### src/rtl/dmem_arbiter_pkg.sv
// Shared definitions for the data-memory arbiter: default widths, starvation
// limit, counter width and the auxiliary handshake state encoding.
package dmem_arbiter_pkg;

  localparam int unsigned DATA_W_DEF       = 16;
  localparam int unsigned STARVE_LIMIT_DEF = 4;
  localparam int unsigned CNT_W            = 4;

  typedef enum logic {
    A_IDLE = 1'b0,
    A_ACK  = 1'b1
  } aux_state_e;

endpackage : dmem_arbiter_pkg

### src/rtl/dmem_arbiter_if.sv
// Bus bundle between the CPU memory stage, the auxiliary requester, the data
// memory and the arbiter.
//   slave  : arbiter view (CPU/aux requests and mem_rdata in; grants, strobes,
//            stall, ack and read data out)
//   master : environment view (CPU, auxiliary requester and dmem)
interface dmem_arbiter_if
  import dmem_arbiter_pkg::*;
#(
  parameter int unsigned DATA_W = DATA_W_DEF
);

  // CPU memory stage
  logic              cpu_rd;
  logic              cpu_wr;
  logic [DATA_W-1:0] cpu_addr;
  logic [DATA_W-1:0] cpu_wdata;
  logic [DATA_W-1:0] cpu_rdata;
  logic              cpu_stall;

  // Auxiliary requester (DMA / debug loader)
  logic              aux_req;
  logic              aux_we;
  logic [DATA_W-1:0] aux_addr;
  logic [DATA_W-1:0] aux_wdata;
  logic              aux_ack;
  logic [DATA_W-1:0] aux_rdata;

  // Single-port data memory
  logic              mem_rd;
  logic              mem_wr;
  logic [DATA_W-1:0] mem_addr;
  logic [DATA_W-1:0] mem_wdata;
  logic [DATA_W-1:0] mem_rdata;

  modport slave (
    input  cpu_rd, cpu_wr, cpu_addr, cpu_wdata,
    output cpu_rdata, cpu_stall,
    input  aux_req, aux_we, aux_addr, aux_wdata,
    output aux_ack, aux_rdata,
    output mem_rd, mem_wr, mem_addr, mem_wdata,
    input  mem_rdata
  );

  modport master (
    output cpu_rd, cpu_wr, cpu_addr, cpu_wdata,
    input  cpu_rdata, cpu_stall,
    output aux_req, aux_we, aux_addr, aux_wdata,
    input  aux_ack, aux_rdata,
    input  mem_rd, mem_wr, mem_addr, mem_wdata,
    output mem_rdata
  );

endinterface : dmem_arbiter_if

### src/rtl/dmem_arbiter_starve_counter.sv
// Saturating count of consecutive denied auxiliary-request cycles.
//   clk, reset   : clock, asynchronous active-low reset
//   clr_i        : clear to zero (auxiliary grant), dominates en_i
//   en_i         : count one denied cycle, saturating at LIMIT
//   at_limit_o   : counter has reached LIMIT
module dmem_arbiter_starve_counter
  import dmem_arbiter_pkg::*;
#(
  parameter int unsigned LIMIT = STARVE_LIMIT_DEF
) (
  input  logic clk,
  input  logic reset,
  input  logic clr_i,
  input  logic en_i,
  output logic at_limit_o
);

  localparam logic [CNT_W-1:0] LIMIT_V = CNT_W'(LIMIT);

  logic [CNT_W-1:0] cnt_q;
  logic [CNT_W-1:0] cnt_d;

  // Next count: clear wins, increment stops at the limit.
  always_comb begin
    cnt_d = cnt_q;
    if (clr_i) begin
      cnt_d = '0;
    end else if (en_i && (cnt_q != LIMIT_V)) begin
      cnt_d = cnt_q + CNT_W'(1);
    end
  end

  always_ff @(posedge clk or negedge reset) begin
    if (!reset) begin
      cnt_q <= '0;
    end else begin
      cnt_q <= cnt_d;
    end
  end

  assign at_limit_o = (cnt_q == LIMIT_V);

endmodule : dmem_arbiter_starve_counter

### src/rtl/dmem_arbiter.sv
// Arbitrates the single-port data memory between the CPU memory stage
// (priority, zero-latency, combinational stall) and an auxiliary requester
// (registered req/ack handshake, wait bounded by STARVE_LIMIT).
//   clk, reset : clock, asynchronous active-low reset
//   bus        : slave view of dmem_arbiter_if (CPU, auxiliary and dmem sides)
module dmem_arbiter
  import dmem_arbiter_pkg::*;
#(
  parameter int unsigned DATA_W       = DATA_W_DEF,
  parameter int unsigned STARVE_LIMIT = STARVE_LIMIT_DEF
) (
  input logic           clk,
  input logic           reset,
  dmem_arbiter_if.slave bus
);

  aux_state_e        state_q;
  aux_state_e        state_d;
  logic [DATA_W-1:0] aux_rdata_q;
  logic [DATA_W-1:0] aux_rdata_d;

  logic cpu_req;
  logic aux_elig;
  logic aux_gnt;
  logic cpu_gnt;
  logic at_limit;

  // Grant decision; qualifying with reset keeps strobes and stall low while
  // reset is held, even though the state is already forced idle.
  always_comb begin
    cpu_req  = bus.cpu_rd | bus.cpu_wr;
    aux_elig = reset & bus.aux_req & (state_q == A_IDLE);
    aux_gnt  = aux_elig & (~cpu_req | at_limit);
    cpu_gnt  = reset & cpu_req & ~aux_gnt;
  end

  dmem_arbiter_starve_counter #(
    .LIMIT (STARVE_LIMIT)
  ) u_starve_counter (
    .clk        (clk),
    .reset      (reset),
    .clr_i      (aux_gnt),
    .en_i       (aux_elig & ~aux_gnt),
    .at_limit_o (at_limit)
  );

  // Auxiliary handshake FSM and read-data capture.
  always_comb begin
    state_d     = state_q;
    aux_rdata_d = aux_rdata_q;
    case (state_q)
      A_IDLE: if (aux_gnt) state_d = A_ACK;
      A_ACK:  state_d = A_IDLE;
      default: state_d = A_IDLE;
    endcase
    if (aux_gnt && !bus.aux_we) begin
      aux_rdata_d = bus.mem_rdata;
    end
  end

  always_ff @(posedge clk or negedge reset) begin
    if (!reset) begin
      state_q     <= A_IDLE;
      aux_rdata_q <= '0;
    end else begin
      state_q     <= state_d;
      aux_rdata_q <= aux_rdata_d;
    end
  end

  // Memory-side mux; simultaneous cpu_rd and cpu_wr is treated as a write.
  always_comb begin
    bus.mem_rd    = 1'b0;
    bus.mem_wr    = 1'b0;
    bus.mem_addr  = '0;
    bus.mem_wdata = '0;
    if (aux_gnt) begin
      bus.mem_rd    = ~bus.aux_we;
      bus.mem_wr    = bus.aux_we;
      bus.mem_addr  = bus.aux_addr;
      bus.mem_wdata = bus.aux_wdata;
    end else if (cpu_gnt) begin
      bus.mem_rd    = bus.cpu_rd & ~bus.cpu_wr;
      bus.mem_wr    = bus.cpu_wr;
      bus.mem_addr  = bus.cpu_addr;
      bus.mem_wdata = bus.cpu_wdata;
    end
  end

  assign bus.cpu_rdata = bus.mem_rdata;
  assign bus.cpu_stall = cpu_req & aux_gnt;
  assign bus.aux_ack   = (state_q == A_ACK);
  assign bus.aux_rdata = aux_rdata_q;

endmodule : dmem_arbiter

### src/flat_wrapper.sv
// flat-port wrapper written by rule: the top's interface ports become plain ports
module dmem_arbiter_flat import dmem_arbiter_pkg::*;
#(
  parameter int unsigned DATA_W       = DATA_W_DEF,
  parameter int unsigned STARVE_LIMIT = STARVE_LIMIT_DEF
)
  (clk, reset, bus_cpu_rd, bus_cpu_wr, bus_cpu_addr, bus_cpu_wdata, bus_cpu_rdata, bus_cpu_stall, bus_aux_req, bus_aux_we, bus_aux_addr, bus_aux_wdata, bus_aux_ack, bus_aux_rdata, bus_mem_rd, bus_mem_wr, bus_mem_addr, bus_mem_wdata, bus_mem_rdata);
  dmem_arbiter_if #(.DATA_W(DATA_W)) bus_i ();
  input logic clk;
  input logic reset;
  input wire logic [$bits(bus_i.cpu_rd)-1:0] bus_cpu_rd;
  input wire logic [$bits(bus_i.cpu_wr)-1:0] bus_cpu_wr;
  input wire logic [$bits(bus_i.cpu_addr)-1:0] bus_cpu_addr;
  input wire logic [$bits(bus_i.cpu_wdata)-1:0] bus_cpu_wdata;
  output wire logic [$bits(bus_i.cpu_rdata)-1:0] bus_cpu_rdata;
  output wire logic [$bits(bus_i.cpu_stall)-1:0] bus_cpu_stall;
  input wire logic [$bits(bus_i.aux_req)-1:0] bus_aux_req;
  input wire logic [$bits(bus_i.aux_we)-1:0] bus_aux_we;
  input wire logic [$bits(bus_i.aux_addr)-1:0] bus_aux_addr;
  input wire logic [$bits(bus_i.aux_wdata)-1:0] bus_aux_wdata;
  output wire logic [$bits(bus_i.aux_ack)-1:0] bus_aux_ack;
  output wire logic [$bits(bus_i.aux_rdata)-1:0] bus_aux_rdata;
  output wire logic [$bits(bus_i.mem_rd)-1:0] bus_mem_rd;
  output wire logic [$bits(bus_i.mem_wr)-1:0] bus_mem_wr;
  output wire logic [$bits(bus_i.mem_addr)-1:0] bus_mem_addr;
  output wire logic [$bits(bus_i.mem_wdata)-1:0] bus_mem_wdata;
  input wire logic [$bits(bus_i.mem_rdata)-1:0] bus_mem_rdata;
  assign bus_i.cpu_rd = bus_cpu_rd;
  assign bus_i.cpu_wr = bus_cpu_wr;
  assign bus_i.cpu_addr = bus_cpu_addr;
  assign bus_i.cpu_wdata = bus_cpu_wdata;
  assign bus_cpu_rdata = bus_i.cpu_rdata;
  assign bus_cpu_stall = bus_i.cpu_stall;
  assign bus_i.aux_req = bus_aux_req;
  assign bus_i.aux_we = bus_aux_we;
  assign bus_i.aux_addr = bus_aux_addr;
  assign bus_i.aux_wdata = bus_aux_wdata;
  assign bus_aux_ack = bus_i.aux_ack;
  assign bus_aux_rdata = bus_i.aux_rdata;
  assign bus_mem_rd = bus_i.mem_rd;
  assign bus_mem_wr = bus_i.mem_wr;
  assign bus_mem_addr = bus_i.mem_addr;
  assign bus_mem_wdata = bus_i.mem_wdata;
  assign bus_i.mem_rdata = bus_mem_rdata;
  dmem_arbiter #(.DATA_W(DATA_W), .STARVE_LIMIT(STARVE_LIMIT)) u_core (.clk(clk), .reset(reset), .bus(bus_i));
endmodule
### config.mk
export PLATFORM = sky130hd
export DESIGN_NAME = dmem_arbiter_flat
export DESIGN_NICKNAME = d
export VERILOG_FILES = /design/src/rtl/dmem_arbiter_pkg.sv /design/src/rtl/dmem_arbiter_if.sv /design/src/rtl/dmem_arbiter_starve_counter.sv /design/src/rtl/dmem_arbiter.sv /design/src/flat_wrapper.sv
export SDC_FILE = /design/constraint.sdc
export NUM_CORES = 1
export LEC_CHECK = 0
export ABC_AREA = 1
export ABC_CLOCK_PERIOD_IN_PS = 1700
export BUFFER_PORTS_ARGS = -buffer_cell sky130_fd_sc_hd__buf_2
export CORE_MARGIN = 3
export CORE_UTILIZATION = 35
export DETAILED_ROUTE_END_ITERATION = 7
export GPL_TIMING_DRIVEN = 0
export PLACE_DENSITY = 0.88
export SLEW_MARGIN = 20
export SYNTH_ARGS = -nofsm -noshare
export SYNTH_HDL_FRONTEND = slang
export SYNTH_SLANG_ARGS = --single-unit
### constraint.sdc
create_clock -name clk -period 1.7 [get_ports clk]
set_clock_uncertainty 0.2 [all_clocks]
set_input_delay 0.085 -clock clk [delete_from_list [all_inputs] [get_ports clk]]
set_output_delay 0.085 -clock clk [all_outputs]
set_load 0.05 [all_outputs]
==> out/metrics.cfg, run 1 <==
[run_status]
status = complete, but fails checks
failed_checks = setup timing

[clocking]
cts.sinks = 21
cts_max_level = 1
tritoncts.num_buffers = 3
clk_pin_slew_worst_setup_hold_paths_ns = 0.08
max-clock-path-buffers = 2
clock_tree_from_tritoncts = yes
clock_tree.root_cell = clkbuf_8
clock_latency_ns = 0.26

[sta]
unrepaired_setup_endpoints_after_global_routing = true
post-route-period-util_pct = 125
slew_headroom_pct = 64.8
fin_worst_hold_slack_ns = 0.0897
hold_violations = 0
timing.final.max_slew_violations = 0
fin_ws_ns = -0.418
max_freq_ghz = 0.472
worst_pin_slew_ns = 0.528
post-route-min-period_ns = 2.12
report.final.setup_viol = 46

[yosys]
synthesized_area_divided_by_synthesized_cell_count_um2 = 7.29
synth-seq-cells = 21
yosys_warnings = 0
syn_inst = 241
synth_area_mm2 = 0.00176
synth_cell_types = 22
seq_area_frac_synth_pct = 29.9
postSynthNetCount = 329

[setup_path]
worstPathCellList = inv_2 -> ha_4 -> nand3_4 -> a21oi_4 -> buf_12 -> buf_6 -> nand2_1 -> nand2_2 -> buf_8
slowest_stage = dfrtp_1
reg2reg_setup_slack_ns = -0.03
worst_path_largest_cell_delay_ns = 0.41
setup_cp_type = reg -> out
timing.critical_path.buf_inv = 4
timing.critical_path.required_ns = 1.41
start_kind = register
r2r.worst_path.cells = 10
path_depth = 9
worst-path-max-fanout = 7
path_delay_family = buffers and inverters
crit-reg2reg-launch = u_core.u_starve_counter.cnt_q[0]$_DFFE_PN0P_
cp.arrival_ns = 1.83
r2r_end = u_core.bus.aux_rdata[13]$_DFFE_PN0P_
cp_capture_type = output pin

[worst_hold_path]
holdPathStages = 4
hold_end = u_core.bus.aux_rdata[1]$_DFFE_PN0P_
min_delay_worst_type = in -> reg
hp-start = bus_aux_we

[floorplan]
die_h_um = 76.9
design.portCount = 154
core_outline_area_mm2 = 0.00479
rows = 25
dieWidth_um = 76.9
floorplan.initialDensity_pct = 36.7
die_area_mm2 = 0.00591

[detailed_routing]
drtIter0Drc = 115
drt-vias-per-instance = 4.91
postRouteWirelength_um = 8390
post-route-drc-count = 0
detailroute.via_count = 2460
wl_per_cell_um = 16.7
dr.pass1.iters = 4
ant_nets = 0

[place]
place.detailed.hpwl_um = 4780
globalplace.congestion = 0.770
preCtsSetupSlack_ns = -0.403
dp_cells = 461
number_of_buffers_inserted_by_port_buffering = 153

[pwr]
power_density_mw_per_mm2 = 1040
report.power.total_mw = 4.01
p_leak_nw = 1.99
power.ir.vdd_worst_uv = 746

[cells_and_area]
antenna_cells = 0
final_cell_count_without_fillers = 501
regArea_um2 = 527
layout.cells.most_common = buf_2
filler_cell_count = 279
multi_input_gate_area_mm2 = 0.00138
fraction_of_final_layout_cells_sized_beyond_drive_strength_1_pct = 72.1
area_delta_synth_final_pct = 119
layout_common_cells = buf_2, nand2_1, buf_8
layout.core_utilization_pct = 80.5
design.final.nets = 523

[global_routing]
global_route_wire_length_before_repair_um = 12300
number_of_antenna_violations_at_the_first_check_in_global_routing = 0
globalRouteOverflowTotal = 0
grt.total_usage_pct = 25.3
largest_net_degree_at_the_start_of_global_routing = 22
first_global_vias = 2578

[run]
max_cap_violations = 0

[where the power goes]
part	switching, mW	internal, mW
logic	1.83	0.950
registers	0.181	0.722
clock network	0.162	0.167
total	2.17	1.84
[worst max path at each step]
| stage | start | end |
|---|---|---|
| after CTS | u_core.u_starve_counter.cnt_q[0]$_DFFE_PN0P_ | bus_mem_wdata[1] |
| after floorplan | u_core.u_starve_counter.cnt_q[0]$_DFFE_PN0P_ | bus_cpu_stall |
| after global placement | reset | bus_mem_addr[12] |
| final | u_core.u_starve_counter.cnt_q[0]$_DFFE_PN0P_ | bus_mem_wdata[15] |
| after detailed placement | reset | bus_mem_addr[7] |
| after global routing | u_core.bus.aux_ack$_DFF_PN0_ | bus_mem_wdata[15] |
[cells by family after synthesis]
group / synth area share [%]
and+or+nand+nor: 51.3
buffers and inverters: 15.2
DFF: 29.9
AOI/OAI and AO/OA: 1.64
adders and majority gates: 1.42
xor gates and xnor gates: 0.498
[final cells by class]
| class | instances | area share, % |
|---|---|---|
| repair buffers | 189 | 39.4 |
| multi-input cells | 179 | 35.7 |
| flip-flops and latches | 21 | 13.7 |
| plain buffers | 31 | 6.69 |
| well taps | 67 | 2.18 |
| clock buffers | 4 | 1.17 |
| inverters | 10 | 1.17 |
[cell usage after synthesis, drive strengths merged]
cell type	number	area, um2
nand2	113	455
clkbuf	1	3.75
nand3	39	320
a21oi	1	16.3
nand4	16	100
clkinv	1	3.75
ha	2	25.0
o21a	1	7.51
nor2	5	26.3
dfrtp	21	526
buf	30	226
inv	9	33.8
xor2	1	8.76
o21ai	1	5.00
[worst min-delay path: cells and delay by family]
| family | cells | cell delay, ns |
|---|---|---|
| buffers and inverters | 2 | 0.25 |
| and+or+nand+nor | 2 | 0.18 |
[state kept, by name, indices dropped and copies added (netlist names)]
signal / flops
u_core.bus.aux_ack: 1
u_core.bus.aux_rdata: 16
u_core.u_starve_counter.cnt_q: 4
[stage by stage]
stage | setup TNS, ns | area (um2)
3_5_place_dp | -12.50 | 2840
3_3_place_gp | -11.53 | 2840
4_1_cts | -9.08 | 3610
5_1_grt | -15.21 | 3850
2_1_floorplan | -0.0130 | 1990
6_report | -12.70 | 3850
[metal layers]
metal	up-vias	track usage [%]	part of all wire, %
met5	-	0	0
met4	0	6.70	3.2
met3	22	3.40	5.0
met2	118	48.7	56
met1	1168	28.9	36
li1	1152	-	-
[repair_timing]
action                                  4_1_cts  5_1_grt
setup buffers                                11        3
hold buffers                                 17        1
endpoints found under the setup margin       35       46
hold endpoints to repair                     37       21
gates cloned                                  1        3
gates resized for setup                     125       61
pin swaps                                     7        8
Note: power is estimated with default switching activity, not from simulation.
==> run 2, diff against run 1 <==
--- a/config.mk
+++ b/config.mk
@@ -12,7 +12,7 @@
 export CORE_UTILIZATION = 35
 export DETAILED_ROUTE_END_ITERATION = 7
 export GPL_TIMING_DRIVEN = 0
-export PLACE_DENSITY = 0.88
+export PLACE_DENSITY = 0.78
 export SLEW_MARGIN = 20
 export SYNTH_ARGS = -nofsm -noshare
 export SYNTH_HDL_FRONTEND = slang
==> out/metrics.cfg, run 2 (synthesized netlist as in run 1, its figures left out) <==
[place]
place.detailed.hpwl_um = 4610
dp_cells = 461
number_of_buffers_inserted_by_port_buffering = 153
preCtsSetupSlack_ns = -0.456
globalplace.congestion = 0.761

[pwr]
power.clock.fraction_pct = 8.5
switching_power_mw = 2.17
power.switching_fraction_pct = 54.4
p_leak_nw = 2.15
power.ir.vdd_worst_uv = 770
power_density_mw_per_mm2 = 1020
pwr-share-comb_pct = 69.5
seqPwrFrac_pct = 21.9
report.power.total_mw = 3.99
internal_mw = 1.82

[setup_path]
slowest_stage = dfrtp_1
path_delay_family = buffers and inverters
cp_capture_type = output pin
worst_path_largest_cell_delay_ns = 0.42
start_kind = register
crit-reg2reg-launch = u_core.u_starve_counter.cnt_q[1]$_DFFE_PN0P_
worst-path-max-fanout = 5
cp.arrival_ns = 1.87
setup_cp_type = reg -> out
timing.critical_path.required_ns = 1.41
crit_path_start = u_core.u_starve_counter.cnt_q[1]$_DFFE_PN0P_
worstPathCellList = inv_2 -> ha_4 -> nand3_4 -> a21oi_4 -> buf_6 -> buf_12 -> nand2_4 -> clkinvlp_4 -> buf_8
timing.critical_path.buf_inv = 5

[clocking]
cts_max_level = 1
max-clock-path-buffers = 2
clk_pin_slew_worst_setup_hold_paths_ns = 0.09
clock_latency_ns = 0.27
clock_tree.root_cell = clkbuf_8
tritoncts.num_buffers = 3
cts.sinks = 21
clock_tree_from_tritoncts = yes

[detailed_routing]
postRouteWirelength_um = 8430
detailroute.via_count = 2478
dr.pass1.iters = 4
ant_nets = 0
drtIter0Drc = 92
drt-vias-per-instance = 4.95
post-route-drc-count = 0
wl_per_cell_um = 16.8

[run]
max_cap_violations = 0

[floorplan]
rows = 25
core_outline_area_mm2 = 0.00479
dieWidth_um = 76.9
design.portCount = 154
floorplan.initialDensity_pct = 36.7
die_h_um = 76.9
die_area_mm2 = 0.00591

[cells_and_area]
fraction_of_final_layout_cells_sized_beyond_drive_strength_1_pct = 71.2
layout.core_utilization_pct = 81.3
flip_flop_count_of_the_largest_register_after_layout = 16
antenna_cells = 0
area_delta_synth_final_pct = 121
final_cell_count_without_fillers = 501
design.final.nets = 523
filler_cell_count = 281
layout_common_cells = buf_2, nand2_4, nand2_1
layout.cells.most_common = buf_2

[sta]
fin_ws_ns = -0.455
timing.final.max_slew_violations = 0
post-route-period-util_pct = 127
report.final.setup_viol = 46
fin_worst_hold_slack_ns = 0.0756
slew_headroom_pct = 60.0
worst_pin_slew_ns = 0.600
max_freq_ghz = 0.464
unrepaired_setup_endpoints_after_global_routing = true
hold_violations = 0
post-route-min-period_ns = 2.15

[run_status]
status = complete, but fails checks
failed_checks = setup timing

[global_routing]
number_of_antenna_violations_at_the_first_check_in_global_routing = 0
globalRouteOverflowTotal = 0
largest_net_degree_at_the_start_of_global_routing = 22
global_route_wire_length_before_repair_um = 12700
first_global_vias = 2645
grt.total_usage_pct = 26.5

[worst_hold_path]
min_delay_worst_type = in -> reg
hp-start = bus_aux_req

-- run 2: final timing paths --
check | slack [ns] | to | depth (start not counted)
hold reg to reg | 0.27 | u_core.bus.aux_rdata[14]$_DFFE_PN0P_ | 2
hold / removal | 0.08 | u_core.u_starve_counter.cnt_q[0]$_DFFE_PN0P_ | 4
setup / recovery | -0.45 | bus_cpu_stall | 9
setup reg to reg | -0.13 | u_core.bus.aux_rdata[6]$_DFFE_PN0P_ | 10
min in group asynchronous | 0.26 | u_core.bus.aux_rdata[7]$_DFFE_PN0P_ | 3
max in group asynchronous | 0.69 | u_core.bus.aux_ack$_DFF_PN0_ | 3
-- run 2: final cells by class --
type                    count  area (um2)  area share, %
multi-input cells         179        1440           37.1
clock inverters             1        7.51          0.193
plain buffers              29         260           6.69
flip-flops and latches     21         527           13.5
clock buffers               3        41.3           1.06
well taps                  67        83.8           2.15
inverters                  10        45.0           1.16
repair buffers            191        1490           38.2
-- run 2: metal layers --
layer	vias to the layer above	track usage (%)	wire length [um]
met4	0	9.06	231
met5	-	0	0
met2	94	53.8	4980
li1	1152	-	-
met3	22	4.58	366
met1	1210	26.4	2860
-- run 2: per-stage QoR --
stage	area [um2]	TNS, ns
finish	3890	-15.19
global route	3890	-18.04
CTS	3700	-10.71
detailed placement	2840	-14.83
global placement	2840	-13.12
floorplan	1990	-0.0130
-- run 2: what timing repair did --
item | 4_1_cts | 5_1_grt
endpoints found under the hold margin | 37 | 21
gates cloned | 3 | 0
endpoints found under the setup margin | 39 | 45
gates resized for setup | 163 | 41
pin swaps | 19 | 31
setup buffers | 12 | 8
hold buffers | 17 | 1
-- run 2: worst register-to-register path, delay by kind of cell, from the launching register on --
kind,cells,cell delay [ns]
simple gates,5,0.46
fa+ha+maj,1,0.15
buf+inv,4,0.50
flops,1,0.42
-- run 2: power by group through the flow --
stage | clock network, mW | logic (mW) | registers, mW
after global routing | 0.362 | 2.90 | 0.902
after floorplan | 0 | 0.993 | 1.52
final | 0.341 | 2.77 | 0.874
after detailed placement | 0 | 2.19 | 0.862
after global placement | 0 | 2.16 | 0.855
after CTS | 0.348 | 2.59 | 0.852
==> run 3, diff against run 2 <==
--- a/config.mk
+++ b/config.mk
@@ -12,7 +12,8 @@
 export CORE_UTILIZATION = 35
 export DETAILED_ROUTE_END_ITERATION = 7
 export GPL_TIMING_DRIVEN = 0
-export PLACE_DENSITY = 0.78
+export PLACE_DENSITY = 0.87
+export SKIP_CTS_REPAIR_TIMING = 1
 export SLEW_MARGIN = 20
 export SYNTH_ARGS = -nofsm -noshare
 export SYNTH_HDL_FRONTEND = slang
==> out/metrics.cfg, run 3 (synthesized netlist as in run 1, its figures left out) <==
[sta]
max_freq_ghz = 0.480
report.final.setup_viol = 35
worst_pin_slew_ns = 0.959
fin_ws_ns = -0.384
slew_headroom_pct = 35.9
timing.final.max_slew_violations = 0
setup_tns_ns = -12.03
post-route-min-period_ns = 2.08
unrepaired_setup_endpoints_after_global_routing = true
hold_violations = 0
post-route-period-util_pct = 123

[floorplan]
design.portCount = 154
die_area_mm2 = 0.00591
dieWidth_um = 76.9
floorplan.initialDensity_pct = 36.7
core_outline_area_mm2 = 0.00479
rows = 25
die_h_um = 76.9

[setup_path]
cp_capture_type = output pin
path_delay_family = buffers and inverters
worstPathCellList = inv_2 -> ha_4 -> nand3_4 -> a21oi_4 -> buf_12 -> buf_6 -> nand2_1 -> nand2_4 -> buf_8
worst-path-max-fanout = 8
cp.arrival_ns = 1.80
setup_cp_type = reg -> out
start_kind = register
worst_path_largest_cell_delay_ns = 0.42
timing.critical_path.required_ns = 1.41
slowest_stage = dfrtp_1
timing.critical_path.buf_inv = 4
path_depth = 9
r2r.worst_path.cells = 9

[detailed_routing]
post-route-drc-count = 0
wl_per_cell_um = 16.1
postRouteWirelength_um = 7980
drt-vias-per-instance = 4.96
dr.pass1.iters = 5
drtIter0Drc = 66
detailroute.via_count = 2466
ant_nets = 0

[clocking]
clock_tree_from_tritoncts = yes
clk_pin_slew_worst_setup_hold_paths_ns = 0.07
clock_tree.root_cell = clkbuf_8
max-clock-path-buffers = 2
tritoncts.num_buffers = 3
clock_latency_ns = 0.26
cts_max_level = 1
cts.sinks = 21

[cells_and_area]
design_area_mm2 = 0.00373
final_cell_count_without_fillers = 497
design.final.nets = 519
layout.cells.most_common = buf_2
flip_flop_count_of_the_largest_register_after_layout = 16
layout_common_cells = buf_2, nand2_1, buf_8
area_delta_synth_final_pct = 112
antenna_cells = 0
filler_cell_count = 304
fraction_of_final_layout_cells_sized_beyond_drive_strength_1_pct = 67.0

[place]
globalplace.congestion = 0.749
postPlaceCellArea_mm2 = 0.00284
number_of_buffers_inserted_by_port_buffering = 153
dp_cells = 461
place.detailed.hpwl_um = 4810
preCtsSetupSlack_ns = -0.449

[pwr]
p_leak_nw = 1.96
power.ir.vdd_worst_uv = 874
power_density_mw_per_mm2 = 1030

[global_routing]
largest_net_degree_at_the_start_of_global_routing = 26
number_of_antenna_violations_at_the_first_check_in_global_routing = 0
global_route_wire_length_before_repair_um = 9440
globalRouteOverflowTotal = 0
grt.total_usage_pct = 19.0
first_global_vias = 2152

[run_status]
failed_checks = setup timing
status = complete, but fails checks

[worst_hold_path]
min_delay_worst_type = in -> reg
holdPathStages = 4

[run]
max_cap_violations = 0

-- run 3: cell count changes in the layout (fill, tap and decap cells not counted), moves of 7 or more --
cell     delta
nand2_4    -26
nand3_4     +7
nand3_2     -8
nand2_1    +15
buf_8       -7
nand2_2    +11
-- run 3: layout make-up --
cell class,count,area (um2),area share (%)
clock buffers,4,45.0,1.21
plain buffers,30,264,7.08
well taps,67,83.8,2.25
flip-flops and latches,21,527,14.1
multi-input cells,179,1320,35.5
repair buffers,186,1440,38.6
inverters,10,45.0,1.21
-- run 3: final timing paths --
path	end	startpoint	slack, ns
max in group asynchronous	u_core.bus.aux_ack$_DFF_PN0_	reset	0.24
min in group asynchronous	u_core.bus.aux_rdata[7]$_DFFE_PN0P_	reset	0.41
worst max register to register	u_core.u_starve_counter.cnt_q[0]$_DFFE_PN0P_	u_core.u_starve_counter.cnt_q[0]$_DFFE_PN0P_	0.07
worst max-delay path	bus_mem_wdata[3]	u_core.u_starve_counter.cnt_q[0]$_DFFE_PN0P_	-0.38
worst min register to register	u_core.bus.aux_rdata[0]$_DFFE_PN0P_	u_core.bus.aux_rdata[0]$_DFFE_PN0P_	0.27
worst min-delay path	u_core.u_starve_counter.cnt_q[2]$_DFFE_PN0P_	bus_aux_req	0.02
-- run 3: routing by layer --
metal	vias up	GRT usage, %	share of wire (%)
li1	1150	-	-
met1	1159	21.4	33
met2	125	35.4	57
met3	32	4.11	5.5
met4	0	5.98	4.6
met5	-	0	0
-- run 3: power breakdown --
part	internal, mW	switching (mW)
Sequential	0.722	0.144
Clock	0.167	0.152
Combinational	0.879	1.78
-- run 3: worst reg2reg max path, delay by kind of cell (launching register included) --
family	cells	cell delay (ns)
and+or+nand+nor	5	0.37
adders and majority gates	1	0.14
buffers and inverters	3	0.39
DFF	1	0.42
-- run 3: per-stage QoR --
stage          hold slack [ns]  total power, mW  util (%)
2_1_floorplan           -0.411             2.52         -
3_3_place_gp            -0.114             3.01      59.4
3_5_place_dp            -0.111             3.06      59.4
4_1_cts                 -0.392             3.38      60.3
5_1_grt                 0.0483             4.04      77.9
6_report                0.0169             3.84      77.9
